$ cat config.mk
export PLATFORM = sky130hd
export DESIGN_NAME = insertion_ctrl
export DESIGN_NICKNAME = d
export VERILOG_FILES = /design/src/rtl/insertion_ctrl.sv
export SDC_FILE = /design/constraint.sdc
export NUM_CORES = 1
export LEC_CHECK = 0
export CAP_MARGIN = 20
export CORE_UTILIZATION = 51
export CTS_CLUSTER_SIZE = 12
export DETAILED_ROUTE_END_ITERATION = 10
export PLACE_DENSITY = 0.81
export SYNTH_ARGS = -nofsm -noshare
export SYNTH_HDL_FRONTEND = slang
export SYNTH_SLANG_ARGS = --single-unit
$ cat constraint.sdc
create_clock -name clk -period 3.85 [get_ports clk]
set_input_delay 0.385 -clock clk [delete_from_list [all_inputs] [get_ports clk]]
set_output_delay 0.385 -clock clk [all_outputs]
set_load 0.005 [all_outputs]
$ cat src/rtl/insertion_ctrl.sv
// insertion_ctrl: walks the frame pixel by pixel, fetches each 2x2 neighbourhood plus its watermark
// symbol, launches the insertion datapath and writes the result. Define INS_EDGE_CLAMP_EN to watermark edge pixels.
module insertion_ctrl #(
    parameter int IMG_W   = 256,
    parameter int IMG_H   = 256,
    parameter int ADDR_W  = 16,
    parameter int INS_LAT = 1
) (
    input  logic              clk,
    input  logic              rst_n,
    input  logic              start,
    output logic              busy,
    output logic              done,
    output logic              img_rd_en,
    output logic [ADDR_W-1:0] img_addr,
    input  logic [7:0]        img_rdata,
    output logic              wm_rd_en,
    output logic [ADDR_W-1:0] wm_addr,
    input  logic [1:0]        wm_rdata,
    output logic [7:0]        dp_data1,
    output logic [7:0]        dp_data2,
    output logic [7:0]        dp_data3,
    output logic [7:0]        dp_data4,
    output logic [1:0]        dp_wm,
    output logic              dp_valid,
    input  logic [7:0]        dp_result,
    output logic              out_wr_en,
    output logic [ADDR_W-1:0] out_addr,
    output logic [7:0]        out_wdata,
    input  logic              out_ready
);

    typedef enum logic [2:0] {
        S_IDLE,
        S_FETCH,
        S_ISSUE,
        S_WAIT,
        S_WRITE,
        S_DONE
    } state_t;

    localparam logic [12:0]       LAST_COL  = 13'(IMG_W - 1);
    localparam logic [12:0]       LAST_ROW  = 13'(IMG_H - 1);
    localparam logic [ADDR_W-1:0] ROW_STEP  = ADDR_W'(IMG_W);
    localparam logic [2:0]        LAST_WAIT = 3'((INS_LAT > 0) ? INS_LAT - 1 : 0);

    state_t            state_q, state_d;
    logic [2:0]        k_q, k_d;
    logic [2:0]        wait_q, wait_d;
    logic [12:0]       col_q, col_d;
    logic [12:0]       row_q, row_d;
    logic [ADDR_W-1:0] rowBase_q, rowBase_d;
    logic [7:0]        data1_q, data1_d;
    logic [7:0]        data2_q, data2_d;
    logic [7:0]        data3_q, data3_d;
    logic [7:0]        data4_q, data4_d;
    logic [1:0]        wm_q, wm_d;
    logic [7:0]        wdata_q, wdata_d;

    logic              lastCol, lastRow;
    logic [ADDR_W-1:0] pixAddr, colOff, rowOff;
    logic [1:0]        wmSym;

    // Neighbour offsets collapse to zero on the last column/row so edge reads stay inside the frame.
    assign lastCol = (col_q == LAST_COL);
    assign lastRow = (row_q == LAST_ROW);
    assign pixAddr = rowBase_q + ADDR_W'(col_q);
    assign colOff  = lastCol ? '0 : ADDR_W'(1);
    assign rowOff  = lastRow ? '0 : ROW_STEP;

`ifdef INS_EDGE_CLAMP_EN
    assign wmSym = wm_rdata;
`else
    logic edgePix;
    assign edgePix = lastCol | lastRow;
    assign wmSym   = edgePix ? 2'b00 : wm_rdata;
`endif

    assign dp_data1  = data1_q;
    assign dp_data2  = data2_q;
    assign dp_data3  = data3_q;
    assign dp_data4  = data4_q;
    assign dp_wm     = wm_q;
    assign out_wdata = wdata_q;

    always_ff @(posedge clk) begin
        if (!rst_n) begin
            state_q   <= S_IDLE;
            k_q       <= '0;
            wait_q    <= '0;
            col_q     <= '0;
            row_q     <= '0;
            rowBase_q <= '0;
            data1_q   <= '0;
            data2_q   <= '0;
            data3_q   <= '0;
            data4_q   <= '0;
            wm_q      <= '0;
            wdata_q   <= '0;
        end else begin
            state_q   <= state_d;
            k_q       <= k_d;
            wait_q    <= wait_d;
            col_q     <= col_d;
            row_q     <= row_d;
            rowBase_q <= rowBase_d;
            data1_q   <= data1_d;
            data2_q   <= data2_d;
            data3_q   <= data3_d;
            data4_q   <= data4_d;
            wm_q      <= wm_d;
            wdata_q   <= wdata_d;
        end
    end

    always_comb begin
        state_d   = state_q;
        k_d       = k_q;
        wait_d    = wait_q;
        col_d     = col_q;
        row_d     = row_q;
        rowBase_d = rowBase_q;
        data1_d   = data1_q;
        data2_d   = data2_q;
        data3_d   = data3_q;
        data4_d   = data4_q;
        wm_d      = wm_q;
        wdata_d   = wdata_q;
        busy      = (state_q != S_IDLE);
        done      = 1'b0;
        img_rd_en = 1'b0;
        img_addr  = '0;
        wm_rd_en  = 1'b0;
        wm_addr   = '0;
        dp_valid  = 1'b0;
        out_wr_en = 1'b0;
        out_addr  = '0;

        case (state_q)
            S_IDLE: begin
                if (start) begin
                    state_d   = S_FETCH;
                    k_d       = '0;
                    col_d     = '0;
                    row_d     = '0;
                    rowBase_d = '0;
                end
            end
            // Each read's data arrives one step later, so capture trails the address by one k.
            S_FETCH: begin
                k_d = k_q + 3'd1;
                case (k_q)
                    3'd0: begin
                        img_rd_en = 1'b1;
                        img_addr  = pixAddr;
                        wm_rd_en  = 1'b1;
                        wm_addr   = pixAddr;
                    end
                    3'd1: begin
                        img_rd_en = 1'b1;
                        img_addr  = pixAddr + colOff;
                        data1_d   = img_rdata;
                        wm_d      = wmSym;
                    end
                    3'd2: begin
                        img_rd_en = 1'b1;
                        img_addr  = pixAddr + rowOff;
                        data2_d   = img_rdata;
                    end
                    3'd3: begin
                        img_rd_en = 1'b1;
                        img_addr  = pixAddr + rowOff + colOff;
                        data3_d   = img_rdata;
                    end
                    default: begin
                        data4_d = img_rdata;
                        k_d     = '0;
                        state_d = S_ISSUE;
                    end
                endcase
            end
            S_ISSUE: begin
                dp_valid = 1'b1;
                if (INS_LAT == 0) begin
                    wdata_d = dp_result;
                    state_d = S_WRITE;
                end else begin
                    wait_d  = '0;
                    state_d = S_WAIT;
                end
            end
            S_WAIT: begin
                if (wait_q == LAST_WAIT) begin
                    wdata_d = dp_result;
                    state_d = S_WRITE;
                end else begin
                    wait_d = wait_q + 3'd1;
                end
            end
            S_WRITE: begin
                out_wr_en = 1'b1;
                out_addr  = pixAddr;
                if (out_ready) begin
                    k_d = '0;
                    if (lastCol) begin
                        col_d     = '0;
                        row_d     = row_q + 13'd1;
                        rowBase_d = rowBase_q + ROW_STEP;
                    end else begin
                        col_d = col_q + 13'd1;
                    end
                    state_d = (lastCol && lastRow) ? S_DONE : S_FETCH;
                end
            end
            S_DONE: begin
                done    = 1'b1;
                state_d = S_IDLE;
            end
            default: begin
                state_d = S_IDLE;
            end
        endcase
    end

endmodule

==> impl_metrics.json <==
{
  "dp_slack_ps": 163.9,
  "remaining_drc_errors": 0,
  "port_buffers": 117,
  "viasPerCell": 5.623,
  "antenna_left": 0,
  "seq_area_frac_synth": 0.3352,
  "critical_path_class": "register to output port",
  "rsz0062_at_grt": "yes",
  "synth_cells": 640,
  "cts_tree": "built",
  "required_ps": 3460,
  "total_power_mw": 1.828,
  "ys_types": 59,
  "power.net_switching_uw": 556.0,
  "vias": 5083,
  "start_util": 0.5217,
  "path_max_fanout": 6,
  "setup_tns_ps": 0,
  "outcome": "completed",
  "final_area_mm2": 0.006862,
  "coreArea_mm2": 0.009729,
  "finalSetupViolations": 0,
  "grt_pass1_wl_mm": 23.56,
  "hold_ws_ps": 467.8,
  "drv_slew": 0,
  "hold_viol": 0,
  "clock_sink_count": 85,
  "diodes": 0,
  "worstSetupEndpointType": "output port",
  "vdd_drop_max_v": 0.0002733,
  "min_period_ps": 3819,
  "grt_util_all_layers": 0.2937,
  "syn_nets": 681,
  "nNetsFinal": 807,
  "first_iter_violations": 360,
  "antenna_found_initial": 0,
  "dpl.hpwl_mm": 11.20,
  "fin_worst_skew_ps": 9.485,
  "p_per_area_mw_per_mm2": 266.5,
  "intPower_mw": 1.272,
  "rows": 36,
  "power.share.sequential": 0.497,
  "p_leak_nw": 2.494,
  "synthArstFlopShare": 0,
  "chipHeight_um": 101.8,
  "cts_max_level": 3,
  "cap_violations": 0,
  "yosys_warnings": 0,
  "clkLatencyLatePin_ps": 370,
  "grt_overflow": 0,
  "fin_crit_sh": 0.9920,
  "syn_to_final_growth_pct": 35.17,
  "grt_pass1_vias": 4820,
  "die_width_um": 101.8,
  "hp-class": "register to register",
  "cts.clk_slew.worst_paths_ps": 80,
  "ys_ff_latch": 85,
  "place_congestion": 0.9573,
  "synth.cell_area_mm2": 0.005076,
  "pwr-share-comb": 0.177,
  "tightest_slew_ps": 782.6,
  "swShare": 0.3041,
  "synth_edf_count": 0,
  "place_area_mm2": 0.006422,
  "timing.final.ws_setup_ps": 30.63,
  "critPathLaunchType": "register",
  "avgSynthCellArea_um2": 7.931,
  "ys.flop_type": "dfxtp_1",
  "dr.pass1.iters": 5,
  "cp.arrival_ps": 3430,
  "routedWlPerCell_um": 16.61,
  "cts_buffers": 9,
  "fmax_mhz": 261.8,
  "floorplan.die_area_mm2": 0.01036,
  "io_pins": 118,
  "drt-total-wl_mm": 15.02,
  "drive_above_1_share": 0.1245,
  "cts_root_buffer": "clkbuf_8",
  "clk_path_buf_depth": 2,
  "pwr-share-clk": 0.326,
  "relSlewSlack": 0.4760,
  "fill_cells": 802,
  "grt_max_degree": 44
}
## layer usage
metal  GRT usage  vias to the layer above  wire (µm)
met1      0.3434                     2398       6136
li1            -                     2449          -
met4      0.1282                        0        371
met5           0                        -          0
met2      0.5099                      198       7469
met3     0.07039                       38       1038
## power groups by stage
stage                     Clock (mW)  Sequential (mW)  Combinational, mW
final                          0.596            0.908              0.324
after global routing           0.641            0.911              0.352
after CTS                      0.605            0.909              0.319
after detailed placement           0            0.930              0.317
after global placement             0            0.929              0.312
after floorplan                    0            0.923              0.179
## registers in the layout, summed over array words and instances (netlist names)
signal	flops
state_q	3
k_q	3
dp_data2	8
col_q	13
dp_data1	8
dp_data4	8
dp_wm	2
wait_q	3
row_q	13
out_wdata	8
rowBase_q	8
dp_data3	8
## logic make-up after synthesis
group | count (synthesis) | share of synthesized area
xor+xnor | 49 | 0.09317
compound gates | 108 | 0.1506
buf+inv | 50 | 0.03919
flops | 85 | 0.3352
fa+ha+maj | 19 | 0.04683
mux | 19 | 0.03747
simple gates | 310 | 0.2975
## cells in the mapped netlist (all sizes together) (5+ instances only)
library cell   n  area share
nand2         98       0.072
dfxtp         85        0.34
nor2          78       0.058
a21boi        33       0.049
nor2b         26       0.032
a21oi         24       0.026
clkbuf        24       0.018
nand3         24       0.024
xnor2         24       0.046
xor2          24       0.043
and3          21       0.026
ha            19       0.047
mux2i         19       0.037
o21ai         19       0.019
inv           16       0.012
nand4         12       0.016
nor3          12       0.013
buf           10      0.0096
nor3b          8       0.014
and2           7      0.0086
nand2b         5      0.0062
or3            5      0.0062
## cells in the final DEF (no fill, tap or decap), types with 6 or more instances in the layout
cell / n
o21ai_1: 6
nor3b_1: 6
xor2_1: 23
nand3_1: 22
nor3_1: 10
nand2_1: 97
clkdlybuf4s50_1: 114
ha_1: 13
and3_1: 17
nor2b_1: 26
buf_4: 32
inv_1: 14
xnor2_1: 21
nor2_1: 78
a21oi_1: 21
nand4_1: 11
dfxtp_1: 78
and2_1: 7
a21boi_0: 32
o21ai_0: 13
mux2i_1: 18
clkbuf_8: 10
## layout make-up
cell class | instances | area [µm²] | area share
Inverter | 16 | 60.06 | 0.008753
Tap cell | 133 | 166.4 | 0.02425
Multi-Input combinational cell | 505 | 3317 | 0.4834
Clock inverter | 6 | 46.29 | 0.006747
Clock buffer | 10 | 137.6 | 0.02006
Timing Repair Buffer | 149 | 1419 | 0.2068
Sequential cell | 85 | 1715 | 0.2500
## path summary, 6_finish.rpt
kind / start / cells after the start / end / slack [ps]
worst max register to register: state_q[2]$_SDFFE_PN0P_ / 8 / row_q[12]$_SDFFE_PN0P_ / 1260
worst min-delay path: dp_data3[5]$_SDFFE_PN0P_ / 2 / dp_data3[5]$_SDFFE_PN0P_ / 470
worst min register to register: dp_data3[5]$_SDFFE_PN0P_ / 2 / dp_data3[5]$_SDFFE_PN0P_ / 470
worst max-delay path: row_q[1]$_SDFFE_PN0P_ / 13 / img_addr[15] / 30
## worst max-delay path, cell delays in order, from the launching register on
cell	delay (ps)
dfxtp_4	380
ha_4	130
nand2_2	60
nor3_2	190
nand3_2	140
ha_4	200
buf_4	130
nor3b_4	140
and4_4	220
or4_4	500
a211oi_2	230
a32oi_1	130
o31ai_1	80
clkdlybuf4s50_1	540
## repair_timing
item                       in CTS  in global routing
buffers inserted                6                  7
hold endpoints to repair        0                  0
gates cloned                    0                  0
pin swaps                       6                  8
resized for setup              14                 27
setup endpoints to repair       6                  7
hold buffers                    0                  0
## per-stage QoR
stage	utilization	std cells
3_5_place_dp	0.6601	875
3_3_place_gp	0.6601	875
6_report	0.7052	904
5_1_grt	0.7052	904
4_1_cts	0.6879	897
2_1_floorplan	-	640
No activity file was read; power rests on OpenSTA's default activity.
==> variant 1 (same settings) <==
The option `INS_EDGE_CLAMP_EN` is turned on by a define.
--- a/src/rtl/insertion_ctrl.sv
+++ b/src/rtl/insertion_ctrl.sv
@@ -2,2 +2,4 @@
 // symbol, launches the insertion datapath and writes the result. Define INS_EDGE_CLAMP_EN to watermark edge pixels.
+`define INS_EDGE_CLAMP_EN
+
 module insertion_ctrl #(
Formal check against the unedited RTL: no difference found for any inputs over 10 cycles, from zero or initial values and one cycle with rst_n low; that may be too few to reach the edited logic, so the function may still have changed.
==> variant 1 against the unedited design <==
- die area rose by 0.46%
- count of clock-buffer cells in the layout increased by 1
- area after synthesis grew 0.47%
- synthesized cell count is 0.78% lower
- cell area fell by 2.5%
- routed wire length decreased by 6.8%
- worst setup slack gained 0.16 ns
- register-to-register slack worse by 0.24 ns
- fmax is 4.3% higher
- sequential cell count unchanged
- critical endpoint is now img_addr[11]
Power is not compared: it rests on default switching activity, and its combinational part moved more than twofold at a synthesized area within 25%.
==> variant 1: results <==
[drt]
wl_met2_um = 6940
wire_per_inst_um = 15.8
dr_wl_met3_um = 877
drtIter0Drc = 209
wl_um = 14000
wl_met1_um = 5820

[layout]
drive_above_1_share_pct = 10.1
nNetsFinal = 789

[worst_setup_path]
rr_endpoint = "state_q[0]$_SDFFE_PN0P_"
crit_buf_inv = 1
reg2reg_from = "k_q[0]$_SDFFE_PN0P_"
critPathMaxStageDelay_ns = 0.44
crit_fanout = 9
r2r_slack_ns = 1.02
crit_arrival_ns = 3.28
crit_start = "col_q[4]$_SDFFE_PN0P_"
cp_slowest_cell = "or3b_4"

[timing]
hold-worst-slack_ns = 0.468
slew_headroom_pct = 50.4
max_freq_mhz = 273
fin_skew_ns = 0.0152
finalSetupTns_ns = 0

[min_path]
worstHoldEndpoint = "dp_data1[6]$_SDFFE_PN0P_"
hp-class = "flop to flop"
hp-start = "dp_data1[6]$_SDFFE_PN0P_"

[grt]
antenna_found_initial = 0
grt_pass1_wl_um = 22500
grtUsageMet3_pct = 5.88
grt_max_degree = 42
grt.met2_usage_pct = 48.2
grt_pass1_vias = 4761
grt.total_usage_pct = 27.7
grt_use_met1_pct = 32.4

[synth]
synthAdderAreaFrac_pct = 4.66
synth.top_cells.by_count = "dfxtp_1 (85), nand2_1 (82), nor2_1 (81)"
synthesis.nets = 676
synth_compound_gate_area_share_pct = 15.5
netlist_top_cells_area = "dfxtp_1 (33%), nand2_1 (6.0%), nor2_1 (6.0%)"
syn_avg_cell_area_um2 = 8.03
yosys.area_share.xor_xnor_pct = 8.81
synth.distinct_cells = 72
muxShareOfSynthArea_pct = 4.15

[clock_network]
htreeDepth = 3
clk_pin_slew_ns = 0.09

[placed_design]
gp_congestion = 0.883
pre_cts_ws_ns = 0.0449
dp_hpwl_um = 10300
place_inst = 865

[power_and_ir_drop]
clock_power_uw = 600

[status]
status = "finished clean"
[variant 1: cell count changes in the layout (fill, tap and decap cells not counted), sizes merged, moves of 5 or more]
| cell | delta |
|---|---|
| buf | -10 |
| a21oi | -5 |
| nor3b | -6 |
| nor2b | -9 |
| nor2 | +6 |
| a22oi | +5 |
| nand2 | -16 |
[variant 1: what timing repair did]
item,in CTS,in global routing
setup buffers,2,2
pin swaps,2,5
setup endpoints to repair,5,6
resized for setup,11,16
[variant 1: metrics by stage]
stage / instance area (µm²) / total power, mW
6_report: 6690 / 2.44
5_1_grt: 6690 / 2.58
4_1_cts: 6630 / 2.43
3_5_place_dp: 6410 / 1.84
3_3_place_gp: 6410 / 1.81
2_1_floorplan: 5100 / 1.52
[variant 1: cell type report]
type	instances	share of cell area (%)
Clock inverter	4	0.486
Clock buffer	11	2.26
Multi-Input combinational cell	499	48.6
Sequential cell	85	25.5
Timing Repair Buffer	139	19.9
Tap cell	133	2.49
Inverter	14	0.786
==> variant 2 (same flow settings) <==
Without the edit above. Reset style: asynchronous (`rst_n`), changed in one clocked block.
--- a/src/rtl/insertion_ctrl.sv
+++ b/src/rtl/insertion_ctrl.sv
@@ -85,3 +85,3 @@
 
-    always_ff @(posedge clk) begin
+    always_ff @(posedge clk or negedge rst_n) begin
         if (!rst_n) begin
Behaviour: differs if rst_n is asserted again (counterexample within 4 cycles, from zero or initial values and one cycle with rst_n low); with rst_n held inactive, the same outputs for 10 cycles.
==> variant 2 against the unedited design <==
- synthesized cell count decreased by 13%
- die area increased by 1.3%
- worst setup slack improved by 0.083 ns
- routed wire length decreased by 6.0%
- via count decreased by 6.1%
- cell area increased by 0.89%
- clock skew increased by 0.0017 ns
- cell count decreased by 9.0%
- area after synthesis increased by 1.3%
- sequential cell count unchanged
- count of clock-buffer cells in the layout decreased by 1
- highest routed layer unchanged
Power is not compared: it rests on default switching activity, and its combinational part moved more than twofold at a synthesized area within 25%.
==> variant 2: results <==
[worst_setup_path]
cp_slowest_cell = "or4b_4"
rr_endpoint = "rowBase_q[13]$_DFFE_PN0P_"
crit_arrival_ns = 3.35
r2r_slack_ns = 0.91
reg2reg_depth = 10
crit_fanout = 4
reg2reg_from = "col_q[1]$_DFFE_PN0P_"

[synth]
synthesis.nets = 595
netlist_top_cells_area = "dfrtp_1 (41%), mux2_2 (9.2%), nor2_1 (4.8%)"
synth-async-reset-ratio_pct = 100
synth.distinct_cells = 53
ys.flop_type = "dfrtp_1"
synth.top_cells.by_count = "dfrtp_1 (85), nor2_1 (66), nand2_1 (58)"
synthAdderAreaFrac_pct = 4.62
yosys.area_share.xor_xnor_pct = 8.22
synth_compound_gate_area_share_pct = 10.8
yosys_warnings = 0
ys_seq_area_share_pct = 41.4
muxShareOfSynthArea_pct = 9.39

[placed_design]
pre_cts_ws_ns = -0.124
dp_hpwl_um = 10200
gp_congestion = 0.962

[timing]
worstMarginPinSlew_ns = 0.825
fin_skew_ns = 0.0112

[grt]
grt_pass1_wl_um = 22300
grt.met2_usage_pct = 44.5
grt_pass1_vias = 4517
grt.total_usage_pct = 27.8
grt_use_met1_pct = 35.9
grtUsageMet3_pct = 5.95
grt_max_degree = 66
antenna_found_initial = 1

[drt]
vias = 4773
routed.top_layer = "met4"
wl_met1_um = 5930
drtIter0Drc = 260
dr_wl_met3_um = 816
wl_met2_um = 6960
wire_per_inst_um = 17.1

[power_and_ir_drop]
seqPwrFrac_pct = 36.8

[layout]
nNetsFinal = 725
reg_top3 = "col_q: 13 flops, row_q: 13 flops"
drive_above_1_share_pct = 18.0
fillers = 734

[status]
status = "finished clean"

[min_path]
hp-class = "input port to asynchronous set/reset pin"
variant 2: how the worst max path moves through the flow:
stage,to,slack [ns]
floorplan,img_addr[14],0.66
CTS,img_addr[13],0.01
global route,img_addr[9],-0.03
finish,img_addr[9],0.11
global placement,img_addr[15],0.12
detailed placement,img_addr[15],-0.12
variant 2: worst register-to-register path, cell delays in order, from the launching register on:
cell     delay (ns)
dfrtp_1        0.37
ha_2           0.20
nand2_1        0.09
or4b_4         0.54
or2_1          0.26
buf_4          0.13
buf_4          0.16
a21oi_4        0.33
nand4_2        0.21
or3_1          0.39
a21oi_1        0.16
variant 2: cell type report:
cell class | instances | share of cell area, %
Tap cell | 133 | 2.40
Inverter | 13 | 0.705
Antenna cell | 1 | 0.0361
Multi-Input combinational cell | 431 | 43.6
Timing Repair Buffer | 144 | 19.9
Clock buffer | 9 | 1.79
Sequential cell | 85 | 30.7
Clock inverter | 7 | 0.831
variant 2: through the flow:
step | cells | hold WS [ns] | area, µm² | TNS [ns] | util, %
finish | 823 | 0.0988 | 6920 | 0 | 70.8
global route | 822 | 0.168 | 6920 | -0.0402 | 70.8
CTS | 819 | 0.136 | 6850 | 0 | 70.1
detailed placement | 799 | 0.489 | 6530 | -0.124 | 66.8
global placement | 799 | 0.468 | 6530 | 0 | 66.8
floorplan | 554 | 0.0894 | 5140 | 0 | -
variant 2: logic make-up after synthesis:
group / after synthesis
flops: 85
fa+ha+maj: 19
simple gates: 237
xor+xnor: 45
buf+inv: 38
compound gates: 87
mux: 43
variant 2: repair_timing:
action / CTS / global route
hold endpoints to repair: 0 / 0
pin swaps: 6 / 8
gates resized for setup: 28 / 14
endpoints found under the setup margin: 9 / 8
buffers inserted: 4 / 3
